--- config.mk ---
export PLATFORM = sky130hd
export DESIGN_NAME = cmprs_vsync_late_gen
export DESIGN_NICKNAME = d
export VERILOG_FILES = /design/src/rtl/cmprs_vsync_late_gen.sv
export SDC_FILE = /design/constraint.sdc
export NUM_CORES = 1
export LEC_CHECK = 0
export ABC_CLOCK_PERIOD_IN_PS = 2900
export BUFFER_PORTS_ARGS = -buffer_cell sky130_fd_sc_hd__buf_2
export CAP_MARGIN = 20
export CORE_ASPECT_RATIO = 1.75
export CORE_UTILIZATION = 35
export DETAILED_ROUTE_END_ITERATION = 12
export PLACE_DENSITY_LB_ADDON = 0.25
export SYNTH_ARGS = -nofsm -noshare
export SYNTH_HDL_FRONTEND = slang
export SYNTH_SLANG_ARGS = --single-unit
export TNS_END_PERCENT = 50
--- constraint.sdc ---
create_clock -name mclk -period 2.9 [get_ports mclk]
set_input_delay 0.145 -clock mclk [delete_from_list [all_inputs] [get_ports mclk]]
set_output_delay 0.145 -clock mclk [all_outputs]
set_load 0.02 [all_outputs]
--- src/rtl/cmprs_vsync_late_gen.sv ---
// Late vsync generator: issues vsync_late a programmable number of source lines into each frame.
// Optional forced-pulse timeout enabled by defining CMPRS_VSYNC_TIMEOUT_EN.
//
// state  | meaning
// IDLE   | block disabled (en=0)
// ARMED  | waiting for a source frame start
// COUNT  | frame in progress, waiting for line_unfinished_src to reach the delay
// FIRE   | vsync_late is high this cycle
module cmprs_vsync_late_gen #(
  parameter int FRAME_HEIGHT_BITS  = 16,
  parameter int LAST_FRAME_BITS    = 16,
  parameter int DEFAULT_DELAY      = 16,
  parameter int SKIP_BITS          = 8,
  parameter int VSYNC_TIMEOUT_BITS = 20,
  parameter int VSYNC_TIMEOUT      = 500000
) (
  input  logic                         mclk,
  input  logic                         mrst,
  input  logic                         en,
  input  logic                         set_delay,
  input  logic [FRAME_HEIGHT_BITS-1:0] delay_data,
  input  logic                         frame_start_src,
  input  logic [FRAME_HEIGHT_BITS-1:0] line_unfinished_src,
  output logic                         vsync_late,
  output logic                         frame_pending,
  output logic [SKIP_BITS-1:0]         frames_skipped,
  output logic [LAST_FRAME_BITS-1:0]   vsync_count,
  output logic                         timeout_fired
);

  typedef enum logic [1:0] {
    ST_IDLE  = 2'd0,
    ST_ARMED = 2'd1,
    ST_COUNT = 2'd2,
    ST_FIRE  = 2'd3
  } state_t;

  localparam logic [FRAME_HEIGHT_BITS-1:0] DELAY_RST = FRAME_HEIGHT_BITS'(DEFAULT_DELAY);

  state_t                       state_q, state_d;
  logic [FRAME_HEIGHT_BITS-1:0] delay_reg_q, delay_reg_d;
  logic [FRAME_HEIGHT_BITS-1:0] delay_lat_q, delay_lat_d;
  logic                         line_zero_seen_q, line_zero_seen_d;
  logic                         vsync_late_q, vsync_late_d;
  logic [SKIP_BITS-1:0]         frames_skipped_q, frames_skipped_d;
  logic [LAST_FRAME_BITS-1:0]   vsync_count_q, vsync_count_d;

  logic                         line_zero;
  logic                         fire_cond;
  logic                         accept_start;
  logic                         tmo_expired;
  logic                         fire_by_timeout;
  logic [FRAME_HEIGHT_BITS-1:0] delay_next;

  assign line_zero    = (line_unfinished_src == '0);
  // A nonzero line only counts once line 0 of this frame has been observed.
  assign fire_cond    = (line_zero_seen_q | line_zero) & (line_unfinished_src >= delay_lat_q);
  assign accept_start = en & frame_start_src & (state_q != ST_IDLE);
  assign delay_next   = set_delay ? delay_data : delay_reg_q;

`ifdef CMPRS_VSYNC_TIMEOUT_EN
  localparam logic [VSYNC_TIMEOUT_BITS-1:0] TMO_LOAD = VSYNC_TIMEOUT_BITS'(VSYNC_TIMEOUT);

  logic [VSYNC_TIMEOUT_BITS-1:0] tmo_q, tmo_d;
  logic                          timeout_fired_q, timeout_fired_d;

  assign tmo_expired = (tmo_q == '0);

  always_comb begin
    tmo_d = tmo_q;
    if (accept_start) begin
      tmo_d = TMO_LOAD;
    end else if ((state_q == ST_COUNT) && !tmo_expired) begin
      tmo_d = tmo_q - 1'b1;
    end
  end

  always_comb begin
    timeout_fired_d = 1'b0;
    if (en && (state_q == ST_COUNT) && !frame_start_src && tmo_expired && !fire_cond) begin
      timeout_fired_d = 1'b1;
    end
  end

  always_ff @(posedge mclk or posedge mrst) begin
    if (mrst) begin
      tmo_q           <= '0;
      timeout_fired_q <= 1'b0;
    end else begin
      tmo_q           <= tmo_d;
      timeout_fired_q <= timeout_fired_d;
    end
  end

  assign timeout_fired = timeout_fired_q;
`else
  assign tmo_expired   = 1'b0;
  assign timeout_fired = 1'b0;
`endif

  assign fire_by_timeout = tmo_expired & ~fire_cond;

  always_comb begin
    state_d          = state_q;
    delay_reg_d      = delay_next;
    delay_lat_d      = delay_lat_q;
    line_zero_seen_d = line_zero_seen_q;
    vsync_late_d     = 1'b0;
    frames_skipped_d = frames_skipped_q;
    vsync_count_d    = vsync_count_q;

    if (!en) begin
      state_d = ST_IDLE;
    end else begin
      case (state_q)
        ST_IDLE: begin
          state_d          = ST_ARMED;
          frames_skipped_d = '0;
        end
        ST_ARMED: begin
          if (frame_start_src) state_d = ST_COUNT;
        end
        ST_COUNT: begin
          if (frame_start_src) begin
            if (!(&frames_skipped_q)) frames_skipped_d = frames_skipped_q + 1'b1;
          end else if (fire_cond | fire_by_timeout) begin
            state_d       = ST_FIRE;
            vsync_late_d  = 1'b1;
            vsync_count_d = vsync_count_q + 1'b1;
          end else if (line_zero) begin
            line_zero_seen_d = 1'b1;
          end
        end
        ST_FIRE: begin
          state_d = frame_start_src ? ST_COUNT : ST_ARMED;
        end
        default: state_d = ST_IDLE;
      endcase
    end

    // Any accepted start (ARMED, FIRE or a restart in COUNT) latches a fresh delay.
    if (accept_start) begin
      state_d          = ST_COUNT;
      delay_lat_d      = delay_next;
      line_zero_seen_d = line_zero;
    end
  end

  always_ff @(posedge mclk or posedge mrst) begin
    if (mrst) begin
      state_q          <= ST_IDLE;
      delay_reg_q      <= DELAY_RST;
      delay_lat_q      <= DELAY_RST;
      line_zero_seen_q <= 1'b0;
      vsync_late_q     <= 1'b0;
      frames_skipped_q <= '0;
      vsync_count_q    <= '0;
    end else begin
      state_q          <= state_d;
      delay_reg_q      <= delay_reg_d;
      delay_lat_q      <= delay_lat_d;
      line_zero_seen_q <= line_zero_seen_d;
      vsync_late_q     <= vsync_late_d;
      frames_skipped_q <= frames_skipped_d;
      vsync_count_q    <= vsync_count_d;
    end
  end

  assign vsync_late     = vsync_late_q;
  assign frame_pending  = (state_q == ST_COUNT);
  assign frames_skipped = frames_skipped_q;
  assign vsync_count    = vsync_count_q;

endmodule

* Word-level counts from Yosys, hierarchy flattened *
Index checks and enable logic that the tools add are counted.

cells by class
  $add $sub $neg = 2
  magnitude comparators = 1
  equal/unequal tests = 10
  muxes and demuxes = 21
  bitwise gates (word level) = 5
  reduce and logical (&&, ||, !) cells = 12

operators with widths
  operator                                        count
  adder 16 x 1 -> 16 bit (second input constant)  1
  >= comparator 16 bit                            1
  zero test 16 bit                                1
  2-to-1 mux 16 bit                               1
  2-to-1 mux 8 bit                                2
  one-hot mux 8 bit (2 select lines)              1
  2-to-1 mux 2 bit                                6
  2-to-1 mux 1 bit                                10
  nonzero test 2 bit                              5
  adder 8 x 1 -> 8 bit (second input constant)    1
  one-hot mux 2 bit (4 select lines)              1
  AND reduction 4 bit                             2
  AND reduction 8 bit                             1
  AND reduction 5 bit                             1
  == test 2 bit (second input constant)           2
  != test 2 x 1 -> 1 bit (second input constant)  2
  != test 2 bit (second input constant)           2
  != test 4 x 2 -> 1 bit (second input constant)  1
  != test 4 x 3 -> 1 bit (second input constant)  1
  != test 4 bit (second input constant)           1
  AND 1 bit                                       3
  AND reduction 3 bit                             1
  == test 2 x 1 -> 1 bit (second input constant)  1
  zero test 2 bit                                 1
  2 further kinds                                 2

word-level totals
  register bits after elaboration = 60
  input bits = 37
  output and inout port bits = 27
  logic and storage cells = 58

* Logic depth before layout (Yosys ltp) *
Gate-level depths: netlist of the first run.

  depth after elaboration = 8
  depth in mapped cells = 9
  gate-level depth less buffers = 8

* Worst setup path after synthesis of the first run *
Ideal clock, no wire load.

  kind = flip-flop to flip-flop
  start = register delay_lat_q[13]
  end = register vsync_count_q[14] (netlist: vsync_count[14])
  library setup time = 0.130 ns
  arrival = 2.258 ns
  required time = 2.770 ns
  setup slack = 0.512 ns
  cell stages (with the launch flop) = 10
  buffers on the path = 1
  clock period less this slack = 2.388 ns
  cell sequence = dfrtp_1 -> inv_1 -> ha_1 -> and4_2 -> nand4_1 -> or4_4 -> and3_1 -> buf_6 -> or3_4 -> xnor2_2

between the ends
  cells in the longest elaborated chain, start to end = 3

RTL lines
  item                           RTL line  source
  start: declaration             42        logic [FRAME_HEIGHT_BITS-1:0] delay_lat_q, delay_lat_d;
  start signal: assignment       161       delay_lat_q <= delay_lat_d;
  >= comparator 16 bit           57        assign fire_cond = (line_zero_seen_q | line_zero) & (line_unfinished_src >= delay_lat_q);
  AND 1 bit                      57
  AND reduction 4 bit (no line)  -
  end signal: assignment         165       vsync_count_q <= vsync_count_d;
  end: declaration               46        logic [LAST_FRAME_BITS-1:0] vsync_count_q, vsync_count_d;

No other way between the ends.
A chain may end at the register's enable or synchronous reset.

* Final worst setup path of the first run *
  start = register delay_lat_q[11]
  end = register vsync_count_q[14] (netlist: vsync_count[14])

Same word-level chain as after synthesis.

==> run metrics, run 1 <==
Synth Instances between 200 and 300; Fin Setup TNS 0 ns; leading post-synthesis cells by cell area dfrtp_1 49%, ha_1 7.6%, mux2_2 6.8%; R2R depth 8; vias in the first global route 2203; worst ir drop on vdd ~0.38 mV; required time worst endpoint a little over 3 ns; Root Buffer clkbuf_16; Cell Area, Synth approximately 0.003 mm2; most common cell after layout, fill and taps aside buf_2; H-tree levels 3; Slew Limit Fails 0; Syn. warnings 0; unrepaired setup endpoints after global routing false; first-pass GRT wire length 10.17 mm; # rows 44; final setup vio count 0; largest net degree at the start of global routing 40; status complete, no violations; top-area cell type share of the netlist area 48.84%; commonest non-fill, non-tap cells in the layout 62 x buf_2, 58 x dfrtp_1, 23 x nor2_1, 19 x inv_1; Yosys reg bits 60; Total GRT Usage 15.41%; layout cells sized above 1 a little under a third; fill cell count between 800 and 900; Final Cycle Share between 80% and 90%; Worst-Margin Slew a little over 0.5 ns; clock skew 0.002952 ns; Power Dens Cells around 600 mW/mm2; worst-path maximum fanout 7; clk slew on worst S/H paths 0.05 ns; Die ar. between 0.008 and 0.009 mm2; area delta synth->final 22.53%; Post-DP HPWL ~4.6 mm; CTS max path bufs 2; Core Area between 0.008 and 0.009 mm2; Max Cap Violations 0; chip width between 70 and 80 um; Final Hold Vio Count 0; # IOs 64; Mean Syn Cell Area approximately 11 um2; Achievable Freq between 0.3 and 0.4 GHz; crit path DAT approximately 2.7 ns; CTS sink count 60; initial antenna violation count 0; diodes inserted 0; Nets 399; worst hold path depth 2; final worst slack ~0.4 ns; Buffers on Ports between 60 and 70; element type at the critical path start register; post-route ant nets 0; Initial Util 35.98%; Synth async-reset ratio 100.0%; minimum clock period approximately 2.5 ns; Yosys cell types between 40 and 50; Synth area leader dfrtp_1; Remaining Overflow, GRT 0; clk_lat worst skew 0.33 ns; DR WL/cell 14.04 um; TritonCTS clock tree yes; Routed Wire Length 6.190 mm; 1st-iter DRT viols approximately 120; vias per cell about 5.1; ys flop type dfrtp_1; worst hold path type in -> reg; postcts setup bufs 0; post-CTS sizing 0; drt pass-1 iters 4; pre-CTS setup slack 0.4204 ns; TritonCTS buffer count 9; Mapped Nets ~330; chip height around 120 um; EDFF count, synth 0; Leak between 0.0015 and 0.002 uW; slew margin rel. 64.84%; Crit. End Element register; drt drc 0; sequential-to-total area share from yosys stat around half; Setup CP Type reg -> reg; vias 2270; GPL Wtd Cong about 0.75
## path summary, 6_finish.rpt
| kind | end | from | slack [ns] |
|---|---|---|---|
| max in group asynchronous | delay_lat_q[4] | mrst | 1.67 |
| max | vsync_count[14] | delay_lat_q[11] | 0.40 |
| max reg2reg | vsync_count[14] | delay_lat_q[11] | 0.40 |
| min reg2reg | vsync_count[15] | vsync_count[15] | 0.47 |
| min in group asynchronous | vsync_count[3] | mrst | 0.37 |
| min | delay_reg_q[8] | delay_data[8] | 0.07 |
## metrics by stage
step | instances | area, um2 | util (%) | hold slack, ns | total power [uW]
6_report | 441 | 3641 | 44.09 | 0.06832 | 2218
5_1_grt | 441 | 3641 | 44.09 | 0.06802 | 2348
4_1_cts | 441 | 3641 | 44.09 | 0.05895 | 2250
3_5_place_dp | 424 | 3367 | 40.77 | 0.1765 | 1294
3_3_place_gp | 424 | 3367 | 40.77 | 0.1765 | 1280
2_1_floorplan | 277 | 2972 | - | 0.2939 | 1200
## logic make-up after synthesis
family / Yosys count / share of synthesized area, %
flip-flops: 60 / 50.61
AND/OR/NAND/NOR: 86 / 15.92
XOR/XNOR: 15 / 4.674
multiplexers: 18 / 6.821
buffers and inverters: 30 / 4.295
other: 1 / 0.1262
AO/OA/AOI/OAI: 49 / 9.979
adder cells (fa/ha/maj): 18 / 7.579
## layout make-up
cell class	count	area, um2	share of cell area [%]
flip-flops and latches	60	1504	41.31
multi-input cells	187	1340	36.80
repair buffers	66	342.8	9.416
clock buffers	14	254.0	6.976
well taps	92	115.1	3.162
inverters	20	75.07	2.062
clock inverters	2	10.01	0.2749
## worst max-delay path: stages (launching register included)
cell and delay [ns]:
dfrtp_1 0.32, inv_1 0.05, ha_1 0.31, and4_1 0.25, nand2_1 0.07, or4_4 0.55
and3_1 0.29, or3_4 0.42, xnor2_2 0.13
## where the power goes
group / switching (uW) / leakage [uW] / internal (uW)
Clock: 345 / 0.000131 / 598
Sequential: 23.6 / 0.000748 / 926
Combinational: 188 / 0.000964 / 137
## flip-flops by register name (all words and copies together) (netlist names)
signal	flops
vsync_count	16
delay_lat_q	16
state_q	2
delay_reg_q	16
line_zero_seen_q	1
frames_skipped	8
vsync_late	1
## repair_timing
action / in CTS / in global routing
endpoints found under the hold margin: 21 / 0
endpoints found under the setup margin: 0 / 0
hold buffers: 1 / 0
## cells in the mapped netlist, types with 2 or more instances
master     n
a21oi_1   17
a31oi_1    2
and2_1     2
and3_1     8
and4_1     3
buf_4      2
clkbuf_1   7
dfrtp_1   58
dfstp_2    2
ha_1      18
inv_1     20
mux2_2    18
nand2_1   14
nand2b_1   4
nand3_1    9
nand4_1    5
nor2_1    23
nor3_1     3
nor4_1     4
o21ai_0   17
o31ai_1    3
xnor2_1    8
xor2_1     6
## per-layer routing
metal	track usage, %	vias up	routed length, um
met5	0	-	0
met4	9.191	0	144
met3	3.155	10	243
met2	27.54	58	3323
met1	16.54	1094	2479
li1	-	1108	-
Note: power is estimated with default switching activity, not from simulation.
==> inputs of run 2 (changes only) <==
--- a/config.mk
+++ b/config.mk
@@ -12,6 +12,7 @@
 export CORE_UTILIZATION = 35
 export DETAILED_ROUTE_END_ITERATION = 12
 export PLACE_DENSITY_LB_ADDON = 0.25
+export SETUP_SLACK_MARGIN = 0.5
 export SYNTH_ARGS = -nofsm -noshare
 export SYNTH_HDL_FRONTEND = slang
 export SYNTH_SLANG_ARGS = --single-unit
==> run metrics, run 2 (same netlist as run 1, synthesis figures left out) <==
status complete, no violations; Total GRT Usage around 15%; Crit Reg-Reg Endpoint vsync_count[1]; Hold Startpoint delay_data[8]; Remaining Overflow, GRT 0; 1st-iter DRT viols 115; Routed Wire Length about 6.3 mm; largest net degree at the start of global routing 40; worst hold path type in -> reg; Die ar. 0.008878 mm2; post-route ant nets 0; TritonCTS buffer count 9; reg2reg setup slack 0.50 ns; worst ir drop on vdd between 0.3 and 0.4 mV; clk slew on worst S/H paths 0.05 ns; drt pass-1 iters 4; placed cells 424; Min Hold Slack roughly 0.07 ns; vias in the first global route 2211; minimum clock period 2.397 ns; Final Cycle Share just over 80%; final core utilization 45.05%; worst hold path depth 2; drt drc 0; Root Buffer clkbuf_16; Setup CP Type reg -> reg; required time worst endpoint 3.11 ns; Post-DP HPWL around 4.6 mm; layout cells sized above 1 33.62%; chip height 123.9 um; Crit. End Element register; Initial Util 35.98%; unrepaired setup endpoints after global routing true; final worst slack a little over 0.5 ns; Max Cap Violations 0; Worst-Margin Slew around 0.54 ns; final setup vio count 0; clock skew ~0.0026 ns; CTS max path bufs 2; diodes inserted 0; Fin Setup TNS 0 ns; area delta synth->final 25.18%; commonest non-fill, non-tap cells in the layout 63 x buf_2, 58 x dfrtp_1, 23 x nor2_1; TritonCTS clock tree yes; R2R depth 8; Buffers on Ports 62; chip width 71.66 um; H-tree levels 3; Leak roughly 0.0019 uW; first-pass GRT wire length slightly above 10 mm; Slew Limit Fails 0; pre-CTS setup slack between 0.4 and 0.5 ns; vias about 2300; most common cell after layout, fill and taps aside buf_2; Achievable Freq ~0.42 GHz; Power Dens Cells about 610 mW/mm2; Min-Delay Endpoint delay_reg_q[8]; Nets ~400; DR WL/cell 14.31 um; # IOs 64; non-filler instance count after layout ~440; worst-path maximum fanout 6; FF-to-FF Start delay_lat_q[13]; # rows 44; Core Area around 0.0083 mm2; crit path DAT roughly 2.6 ns; Final Hold Vio Count 0; element type at the critical path start register; vias per cell between 5 and 6; initial antenna violation count 0; clk_lat worst skew 0.32 ns; CTS sink count 60; GPL Wtd Cong 0.7470; slew margin rel. between 60 and 70%
==> run 2: through the flow <==
stage / total power [uW] / instance area (um2)
3_5_place_dp: 1294 / 3367
3_3_place_gp: 1280 / 3367
2_1_floorplan: 1200 / 2972
4_1_cts: 2255 / 3652
5_1_grt: 2387 / 3720
6_report: 2253 / 3720
==> run 2: final cells by class <==
type | count | area, um2
Clock buffer | 14 | 254.0
Inverter | 20 | 75.07
Clock inverter | 2 | 10.01
Fill cell | 822 | 4538
Multi-Input combinational cell | 187 | 1403
Tap cell | 92 | 115.1
Timing Repair Buffer | 68 | 359.1
Sequential cell | 60 | 1504
==> run 2: worst max-delay path by stage <==
stage | startpoint | endpoint | slack (ns) | cells after the start
after detailed placement | delay_lat_q[11] | vsync_count[14] | 0.42 | 8
after floorplan | delay_lat_q[13] | vsync_count[14] | 0.51 | 9
after global placement | delay_lat_q[9] | vsync_count[14] | 0.48 | 8
after CTS | delay_lat_q[11] | vsync_count[14] | 0.45 | 8
after global routing | delay_lat_q[15] | vsync_count[1] | 0.42 | 8
final | delay_lat_q[13] | vsync_count[1] | 0.50 | 8
==> run 2: routing by layer <==
layer | wire [um] | track usage (%) | vias up
met2 | 3401 | 27.77 | 51
met4 | 118 | 9.191 | 0
met1 | 2572 | 16.43 | 1096
li1 | - | - | 1114
met5 | 0 | 0 | -
met3 | 248 | 3.155 | 10
==> run 2: timing repair <==
item	4_1_cts	5_1_grt
endpoints found under the setup margin	3	17
gates cloned	0	1
resized for setup	2	12
pin swaps	0	7
endpoints found under the hold margin	21	0
hold buffers	1	0
buffers inserted	1	0
==> run 2: critical path: stages, from the launching register on <==
cell and delay, ns:
dfrtp_1 0.33, inv_2 0.05, ha_4 0.26, and4_4 0.23, nand4_1 0.08, or4_4 0.57
a311oi_2 0.26, buf_4 0.20, mux2_4 0.30
==> run 2: report_power, final <==
part | switching (uW) | leakage, uW | internal, uW
registers | 25.0 | 0.000748 | 926
clock network | 343 | 0.000131 | 598
logic | 202 | 0.000975 | 160
total | 569 | 0.00185 | 1680
==> inputs of run 3 (changes only) <==
--- a/config.mk
+++ b/config.mk
@@ -5,7 +5,7 @@
 export SDC_FILE = /design/constraint.sdc
 export NUM_CORES = 1
 export LEC_CHECK = 0
-export ABC_CLOCK_PERIOD_IN_PS = 2900
+export ABC_CLOCK_PERIOD_IN_PS = 2230
 export BUFFER_PORTS_ARGS = -buffer_cell sky130_fd_sc_hd__buf_2
 export CAP_MARGIN = 20
 export CORE_ASPECT_RATIO = 1.75
==> constraint.sdc (replaced) <==
create_clock -name mclk -period 2.23 [get_ports mclk]
set_input_delay 0.1115 -clock mclk [delete_from_list [all_inputs] [get_ports mclk]]
set_output_delay 0.1115 -clock mclk [all_outputs]
set_load 0.02 [all_outputs]
==> run metrics, run 3 (same netlist as run 1, synthesis figures left out) <==
Crit. Startpoint delay_lat_q[8]; Total GRT Usage ~17%; Routed Wire Length about 6.7 mm; GPL Wtd Cong 0.7612; vias per cell between 5 and 6; Nets roughly 430; largest net degree at the start of global routing between 60 and 70; Final Hold Vio Count 0; Slowest cell on crit path or4_4; Remaining Overflow, GRT 0; Leak approximately 0.0021 uW; chip height between 100 and 150 um; cell area after layout 0.004123 mm2; H-tree levels 3; clock skew between 0.004 and 0.005 ns; element type at the critical path start register; required time worst endpoint 2.44 ns; status finished with violations; most common cell after layout, fill and taps aside buf_2; worst ir drop on vdd 0.5170 mV; drt drc 0; layout cells sized above 1 between 40 and 50%; slew margin rel. about 65%; Buffers on Ports 62; Worst-Margin Slew approximately 0.52 ns; worst-path maximum fanout 5; TritonCTS buffer count 9; final core utilization between 40% and 50%; failing checks negative setup slack; drt pass-1 iters 4; Max Cap Violations 0; CTS sink count 60; 1st-iter DRT viols between 150 and 200; commonest non-fill, non-tap cells in the layout 62 x buf_2, 58 x dfrtp_1, 32 x buf_4, 23 x nor2_1; Post-DP Area about 0.0036 mm2; chip width about 70 um; Root Buffer clkbuf_16; Achievable Freq 0.4249 GHz; Initial Util 35.98%; vias in the first global route 2364; post-route ant nets 0; Setup CP Type reg -> reg; CP cell instances inv_2 -> ha_4 -> and4_1 -> nand2_1 -> or4_4 -> a311oi_4 -> buf_6 -> mux2_4; DR WL/cell approximately 14 um; CTS max path bufs 2; Final Cycle Share 105.5%; Crit Reg-Reg Endpoint vsync_count[1]; first-pass GRT wire length roughly 11 mm; non-filler instance count after layout roughly 480; Slew Limit Fails 0; initial antenna violation count 0; Post-DP HPWL roughly 4.8 mm; Worst path max stage delay between 0.5 and 0.6 ns; final worst slack -0.1235 ns; unrepaired setup endpoints after global routing true; Core Area between 0.008 and 0.009 mm2; area delta synth->final 38.74%; diodes inserted 0; worst setup path end vsync_count[1]; Fin Setup TNS -1.038 ns; total power draw ~3200 uW; reg2reg setup slack -0.12 ns; final setup vio count 12; # IOs 64; R2R depth 8; minimum clock period 2.354 ns; Die ar. roughly 0.0089 mm2; FF-to-FF Start delay_lat_q[8]; clk_lat worst skew around 0.32 ns; placed cells 454; vias 2387; Power Dens Cells roughly 770 mW/mm2; Crit. End Element register; # rows 44; crit path DAT approximately 2.6 ns; worst hold path type in -> reg; clk slew on worst S/H paths about 0.050 ns; TritonCTS clock tree yes
run 3: changes by cell type in the layout (fill, tap and decap cells not counted), sizes merged:
cell,delta
buf,+32
clkbuf,+1
clkinv,-1
run 3: layer usage:
metal | part of all wire, % | global-route usage (%) | vias up | wire length (um)
met5 | 0 | 0 | - | 0
met2 | 55 | 29.13 | 44 | 3646
met4 | 2.1 | 8.456 | 0 | 138
li1 | - | - | 1175 | -
met3 | 3.3 | 4.288 | 9 | 222
met1 | 40 | 18.12 | 1159 | 2672
run 3: what timing repair did:
item	in CTS	in global routing
endpoints found under the hold margin	58	0
gates cloned	1	0
buffers inserted	2	1
resized for setup	18	15
setup endpoints to repair	22	27
pin swaps	8	5
hold buffers	1	0
run 3: worst min path at each step:
stage	slack, ns	startpoint	end	depth (start not counted)
2_1_floorplan	0.26	en	state_q[1]	1
3_3_place_gp	0.20	mrst	vsync_count[4]	3
3_5_place_dp	0.21	mrst	vsync_count[3]	3
4_1_cts	0.02	delay_data[8]	delay_reg_q[8]	2
5_1_grt	0.03	delay_data[8]	delay_reg_q[8]	2
6_report	0.03	delay_data[8]	delay_reg_q[8]	2
run 3: cell type report:
class                           instances  area [um2]
Fill cell                             769        4135
Clock inverter                          1       5.005
Tap cell                               92       115.1
Clock buffer                           15       277.8
Sequential cell                        60        1504
Timing Repair Buffer                  100       625.6
Inverter                               20       75.07
Multi-Input combinational cell        187        1520
run 3: critical path: cells and delay by family, from the launching register on:
| kind | cells | cell delay, ns |
|---|---|---|
| buf+inv | 2 | 0.24 |
| flops | 1 | 0.35 |
| fa+ha+maj | 1 | 0.25 |
| mux | 1 | 0.30 |
| simple gates | 3 | 0.82 |
| compound gates | 1 | 0.28 |
run 3: report_power, final:
group          internal [uW]  switching [uW]  leakage (uW)
Combinational            328             305       0.00116
Sequential              1200            35.7      0.000748
Clock                    840             446      0.000140
run 3: metrics by stage:
step	hold slack, ns	worst slack, ns
3_3_place_gp	0.1995	-0.1733
3_5_place_dp	0.2085	-0.2240
6_report	0.03456	-0.1235
5_1_grt	0.03335	-0.2580
2_1_floorplan	0.2604	-0.1456
4_1_cts	0.02140	-0.1453
